`src/rtl/zigzag_pingpong_ctrl.sv`:
```
// Ping-pong controller between a raster-order 4x4 coefficient source and a zigzag scanner.
// One BRAM bank is filled while the other is drained in zigzag order through a 2-entry output FIFO.
module zigzag_pingpong_ctrl #(
  parameter int WIDTH     = 9,
  parameter int addrWIDTH = 4,
  parameter int DEPTH     = 16
) (
  input  logic                 clk,
  input  logic                 rst,
  input  logic                 flush,
  input  logic                 in_valid,
  output logic                 in_ready,
  input  logic [WIDTH-1:0]     in_data,
  output logic                 out_valid,
  input  logic                 out_ready,
  output logic [WIDTH-1:0]     out_data,
  output logic                 out_last,
  output logic                 ena0,
  output logic                 ena1,
  output logic                 wea0,
  output logic                 wea1,
  output logic [addrWIDTH-1:0] addra0,
  output logic [addrWIDTH-1:0] addra1,
  output logic [WIDTH-1:0]     dia0,
  output logic [WIDTH-1:0]     dia1,
  output logic                 enb0,
  output logic                 enb1,
  output logic [addrWIDTH-1:0] addrb0,
  output logic [addrWIDTH-1:0] addrb1,
  input  logic [WIDTH-1:0]     dob0,
  input  logic [WIDTH-1:0]     dob1
);

  typedef enum logic [1:0] {EMPTY, FILLING, FULL, DRAINING} bankState_t;

  localparam logic [3:0] LAST_IDX = 4'(DEPTH - 1);
  localparam logic [3:0] ZZ [16] = '{4'd0, 4'd1, 4'd4, 4'd8, 4'd5, 4'd2, 4'd3, 4'd6,
                                     4'd9, 4'd12, 4'd13, 4'd10, 4'd7, 4'd11, 4'd14, 4'd15};

  bankState_t       bankState_q [2];
  bankState_t       bankState_d [2];
  logic             wrSel_q, wrSel_d;
  logic             rdSel_q, rdSel_d;
  logic [3:0]       wrCnt_q, wrCnt_d;
  logic [3:0]       rdCnt_q, rdCnt_d;
  logic             inflight_q, inflight_d;
  logic             inflightBank_q, inflightBank_d;
  logic             inflightLast_q, inflightLast_d;
  logic [1:0]       fifoCount_q, fifoCount_d;
  logic [WIDTH-1:0] fifoData_q [2];
  logic [WIDTH-1:0] fifoData_d [2];
  logic             fifoLast_q [2];
  logic             fifoLast_d [2];

  logic                 active;
  logic                 doWrite;
  logic                 canRead;
  logic                 doRead;
  logic                 pop;
  logic                 pushSlot;
  logic [3:0]           wrAddr;
  logic [addrWIDTH-1:0] rdAddr;
  logic [WIDTH-1:0]     pushData;

  assign active   = rst & ~flush;
  assign in_ready = (bankState_q[wrSel_q] == EMPTY) || (bankState_q[wrSel_q] == FILLING);
  assign doWrite  = active & in_valid & in_ready;
  assign canRead  = (bankState_q[rdSel_q] == FULL) || (bankState_q[rdSel_q] == DRAINING);
  assign pop      = out_valid & out_ready;

  // Issue only if the FIFO can still hold the result after this cycle's pop lands.
  assign doRead = active & canRead &
                  (({1'b0, fifoCount_q} + {2'b00, inflight_q}) < (3'd2 + {2'b00, pop}));

  assign wrAddr   = wrCnt_q + 4'd1;
  assign rdAddr   = addrWIDTH'(ZZ[rdCnt_q]);
  assign pushData = inflightBank_q ? dob1 : dob0;
  assign pushSlot = (fifoCount_q == 2'd2) || ((fifoCount_q == 2'd1) && !pop);

  assign ena0   = doWrite & ~wrSel_q;
  assign ena1   = doWrite &  wrSel_q;
  assign wea0   = ena0;
  assign wea1   = ena1;
  assign addra0 = ena0 ? addrWIDTH'(wrAddr) : '0;
  assign addra1 = ena1 ? addrWIDTH'(wrAddr) : '0;
  assign dia0   = ena0 ? in_data : '0;
  assign dia1   = ena1 ? in_data : '0;
  assign enb0   = doRead & ~rdSel_q;
  assign enb1   = doRead &  rdSel_q;
  assign addrb0 = enb0 ? rdAddr : '0;
  assign addrb1 = enb1 ? rdAddr : '0;

  assign out_valid = (fifoCount_q != 2'd0);
  assign out_data  = out_valid ? fifoData_q[0] : '0;
  assign out_last  = out_valid & fifoLast_q[0];

  always_comb begin
    bankState_d    = bankState_q;
    wrSel_d        = wrSel_q;
    rdSel_d        = rdSel_q;
    wrCnt_d        = wrCnt_q;
    rdCnt_d        = rdCnt_q;
    inflight_d     = doRead;
    inflightBank_d = rdSel_q;
    inflightLast_d = (rdCnt_q == LAST_IDX);
    fifoData_d     = fifoData_q;
    fifoLast_d     = fifoLast_q;
    fifoCount_d    = fifoCount_q + {1'b0, inflight_q} - {1'b0, pop};

    if (doWrite) begin
      wrCnt_d              = wrCnt_q + 4'd1;
      bankState_d[wrSel_q] = FILLING;
      if (wrCnt_q == LAST_IDX) begin
        wrCnt_d              = '0;
        bankState_d[wrSel_q] = FULL;
        wrSel_d              = ~wrSel_q;
      end
    end

    // The last issue frees the bank at once; its data is already captured by the BRAM.
    if (doRead) begin
      rdCnt_d              = rdCnt_q + 4'd1;
      bankState_d[rdSel_q] = DRAINING;
      if (rdCnt_q == LAST_IDX) begin
        rdCnt_d              = '0;
        bankState_d[rdSel_q] = EMPTY;
        rdSel_d              = ~rdSel_q;
      end
    end

    if (pop) begin
      fifoData_d[0] = fifoData_q[1];
      fifoLast_d[0] = fifoLast_q[1];
    end
    if (inflight_q) begin
      fifoData_d[pushSlot] = pushData;
      fifoLast_d[pushSlot] = inflightLast_q;
    end

    if (flush) begin
      bankState_d[0] = EMPTY;
      bankState_d[1] = EMPTY;
      wrSel_d        = 1'b0;
      rdSel_d        = 1'b0;
      wrCnt_d        = '0;
      rdCnt_d        = '0;
      inflight_d     = 1'b0;
      inflightBank_d = 1'b0;
      inflightLast_d = 1'b0;
      fifoCount_d    = '0;
      fifoData_d[0]  = '0;
      fifoData_d[1]  = '0;
      fifoLast_d[0]  = 1'b0;
      fifoLast_d[1]  = 1'b0;
    end
  end

  always_ff @(posedge clk or negedge rst) begin
    if (!rst) begin
      bankState_q[0] <= EMPTY;
      bankState_q[1] <= EMPTY;
      wrSel_q        <= 1'b0;
      rdSel_q        <= 1'b0;
      wrCnt_q        <= '0;
      rdCnt_q        <= '0;
      inflight_q     <= 1'b0;
      inflightBank_q <= 1'b0;
      inflightLast_q <= 1'b0;
      fifoCount_q    <= '0;
      fifoData_q[0]  <= '0;
      fifoData_q[1]  <= '0;
      fifoLast_q[0]  <= 1'b0;
      fifoLast_q[1]  <= 1'b0;
    end else begin
      bankState_q    <= bankState_d;
      wrSel_q        <= wrSel_d;
      rdSel_q        <= rdSel_d;
      wrCnt_q        <= wrCnt_d;
      rdCnt_q        <= rdCnt_d;
      inflight_q     <= inflight_d;
      inflightBank_q <= inflightBank_d;
      inflightLast_q <= inflightLast_d;
      fifoCount_q    <= fifoCount_d;
      fifoData_q     <= fifoData_d;
      fifoLast_q     <= fifoLast_d;
    end
  end

endmodule

```
`config.mk`:
```
export PLATFORM = sky130hd
export DESIGN_NAME = zigzag_pingpong_ctrl
export DESIGN_NICKNAME = d
export VERILOG_FILES = /design/src/rtl/zigzag_pingpong_ctrl.sv
export SDC_FILE = /design/constraint.sdc
export NUM_CORES = 1
export LEC_CHECK = 0
export ABC_AREA = 1
export CAP_MARGIN = 20
export CORE_MARGIN = 2
export CORE_UTILIZATION = 42
export DETAILED_ROUTE_END_ITERATION = 7
export PLACE_DENSITY_LB_ADDON = 0.3
export SLEW_MARGIN = 20
export SYNTH_ARGS = -nofsm -noshare
export SYNTH_HDL_FRONTEND = slang
export SYNTH_SLANG_ARGS = --single-unit
export TNS_END_PERCENT = 20
```
`constraint.sdc`:
```
create_clock -name clk -period 1.6 [get_ports clk]
set_input_delay 0.24 -clock clk [delete_from_list [all_inputs] [get_ports clk]]
set_output_delay 0.24 -clock clk [all_outputs]
set_load 0.03 [all_outputs]
```
==> impl_metrics.py <==
metrics = {
    "status": {
        "outcome": "complete, but fails checks",
        "violations": "negative setup slack",
    },
    "power_and_ir_drop": {
        "power.leakage_nw": 1.95,
        "power_density_nw_per_um2": 644,
        "power_w": 0.00241,
        "peakVddDrop_mv": 0.340,
    },
    "timing": {
        "finClkSkew_ns": 0.00772,
        "period_needed_ns": 2.03,
        "setup_ws_ns": -0.428,
        "tns_ns": -7.62,
        "timing.fmax_mhz": 493,
        "relSlewSlack_pct": 68.6,
        "period_share_pct": 127,
        "slew_viol_final": 0,
        "worst_pin_slew_ns": 0.471,
        "hold_viol_final": 0,
        "setup_viol": 45,
        "grt_setup_unrepaired": "true",
        "whs_ns": 0.0921,
    },
    "critical_path": {
        "startpoint_type": "register",
        "crit_slowest_cell": "dfrtp_1",
        "crit_path_end_kind": "output pin",
        "path_class": "register to output pin",
        "slowest_delay_ns": 0.38,
        "critPathArrivalTime_ns": 1.79,
        "path_cells": "ha_2 -> ha_4 -> nand3b_4 -> nor2_4 -> nand2_4 -> nor2_4 -> inv_4 -> nor2_4 -> buf_6",
        "crit_fanout": 4,
        "worstPathRequired_ns": 1.36,
        "crit_top_cell": "nor2_4",
    },
    "global_route": {
        "antenna_found_initial": 0,
        "grt_overflow": 0,
        "grt_pass1_wl_um": 9580,
        "grt_usage_pct": 18.2,
        "first_global_vias": 2225,
        "grt_max_degree": 38,
    },
    "logic_synthesis": {
        "ys.flop_type": "dfrtp_1",
        "syn_inst": 354,
        "syn_nets": 399,
        "post-synth-top-area-cell": "dfrtp_1",
        "synth_area_leaders": "dfrtp_1 36%, nand2_1 12%, nor2_1 11%",
        "syn_area_um2": 2540,
        "synth.most_common_cell": "nand2_1",
        "ys_seq_area_share_pct": 36.5,
        "yosysWarnings": 0,
        "synth-edff-count": 0,
        "synth_top_area_share_pct": 36.5,
        "synth-seq-cells": 37,
        "synth_commonest_cells": "82 x nand2_1, 73 x nor2_1, 47 x inv_1",
        "syn_avg_cell_area_um2": 7.17,
        "yosysUniqueCellTypes": 30,
        "async_reset_ff_share_pct": 100,
    },
    "clock_tree": {
        "htree_levels": 2,
        "numCtsBuffers": 5,
        "insertion_delay_ns": 0.28,
        "cts_root_buffer": "clkbuf_8",
        "clock_sinks": 37,
        "clock_path_buffers": 2,
        "cts_tree": "done",
        "clk_pin_slew_ns": 0.07,
    },
    "worst_hold_path": {
        "hold_path_class": "input pin to async pin",
    },
    "floorplan": {
        "dieArea_um2": 6690,
        "core-area_um2": 5890,
        "initial_utilization_pct": 43.2,
        "die_w_um": 81.8,
        "io_pins": 84,
        "fp-row-count": 28,
        "die_y_um": 81.8,
    },
    "place": {
        "placed_area_um2": 3500,
        "numPortBuffers": 83,
        "globalplace.congestion": 0.863,
        "place.detailed.hpwl_um": 4560,
    },
    "cells_and_area": {
        "regArea_um2": 931,
        "multi_input_area_um2": 1450,
        "drive_gt1_share_pct": 30.9,
        "nets": 505,
        "diodes": 0,
        "finish.instance_area_um2": 3750,
        "syn2layout_area_growth_pct": 47.6,
        "fillers": 513,
        "final_util_pct": 63.7,
    },
    "run": {
        "cap_violations": 0,
    },
    "route": {
        "via_per_inst": 4.66,
        "ant_nets": 0,
        "remaining_drc_errors": 0,
        "routed_wl_um": 6200,
        "dr.first_iter.drc_count": 77,
        "drt_pass1_iterations": 4,
        "vias": 2491,
        "wl_per_cell_um": 11.6,
    },
}
cell type report:
cell class | count | area share (%)
flip-flops and latches | 37 | 24.8
clock inverters | 1 | 0.200
multi-input cells | 252 | 38.7
inverters | 51 | 5.64
clock buffers | 6 | 2.20
repair buffers | 113 | 25.9
well taps | 75 | 2.50
per-stage QoR:
stage | instances | setup slack [ns]
final | 535 | -0.428
after global routing | 535 | -0.519
after CTS | 535 | -0.474
after detailed placement | 527 | -0.265
after global placement | 527 | -0.177
after floorplan | 354 | -0.300
flip-flops by register name, indices dropped and copies added, names as in the netlist:
register	count
inflightLast_q	1
bankState_q	2
inflightBank_q	1
rdSel_q	1
fifoCount_q	2
fifoLast_q	2
wrCnt_q	4
fifoData_q	18
rdCnt_q	4
wrSel_q	1
inflight_q	1
timing repair:
action	CTS	global route
pin swaps	3	6
buffers inserted	1	0
hold buffers	0	0
gates resized for setup	24	27
setup endpoints to repair	54	61
per-layer routing:
| metal | global-route usage, % | vias up | wire length [um] |
|---|---|---|---|
| met4 | 5.50 | 0 | 61 |
| met2 | 33.1 | 41 | 3210 |
| met5 | 0 | - | 0 |
| li1 | - | 1296 | - |
| met3 | 2.31 | 5 | 213 |
| met1 | 22.4 | 1149 | 2710 |
critical path, delay by kind of cell (launching register included):
kind | cells | cell delay, ns
flip-flops | 1 | 0.38
adder cells (fa/ha/maj) | 2 | 0.36
buffers and inverters | 2 | 0.21
AND/OR/NAND/NOR | 5 | 0.55
cells by family (layout without fill, tap and decap cells):
| logic type | after synthesis | in the layout | share of synthesized area, % |
|---|---|---|---|
| AOI/OAI and AO/OA | 36 | 36 | 7.54 |
| muxes | 9 | 9 | 3.99 |
| buffers and inverters | 65 | 171 | 11.6 |
| DFF | 37 | 37 | 36.5 |
| and+or+nand+nor | 191 | 191 | 33.0 |
| adders and majority gates | 13 | 13 | 6.40 |
| xor gates and xnor gates | 3 | 3 | 1.03 |
worst paths after layout:
check | start | to | slack, ns | depth (start not counted)
max in group asynchronous | rst | fifoCount_q[1] | 1.15 | 2
setup reg to reg | fifoCount_q[0] | rdSel_q | -0.08 | 11
hold reg to reg | inflightLast_q | fifoLast_q[0] | 0.48 | 2
min in group clk | inflightLast_q | fifoLast_q[0] | 0.48 | 2
hold / removal | rst | rdCnt_q[1] | 0.09 | 2
setup / recovery | fifoCount_q[0] | addrb0[0] | -0.43 | 9
cell usage in the layout, fill, tap and decap left out, drive strengths merged:
cell,Yosys,final
dlygate4sd2,0,2
nand4,1,1
o21ai,32,32
clkinv,1,1
buf,10,81
nand2,88,88
a21oi,3,3
clkbuf,4,7
nand3,20,20
nor2,80,80
ha,13,13
dfrtp,37,37
xor2,3,3
clkinvlp,0,1
nand3b,2,2
mux2,9,9
inv,50,50
o211ai,1,1
clkdlybuf4s50,0,29
power by group:
| group | leakage, nW | internal, W | switching, W |
|---|---|---|---|
| Sequential | 0.508 | 0.000994 | 0.0000265 |
| Clock | 0.0433 | 0.000340 | 0.000309 |
| Combinational | 1.40 | 0.000309 | 0.000436 |
Power figures use the tool's default switching activity.
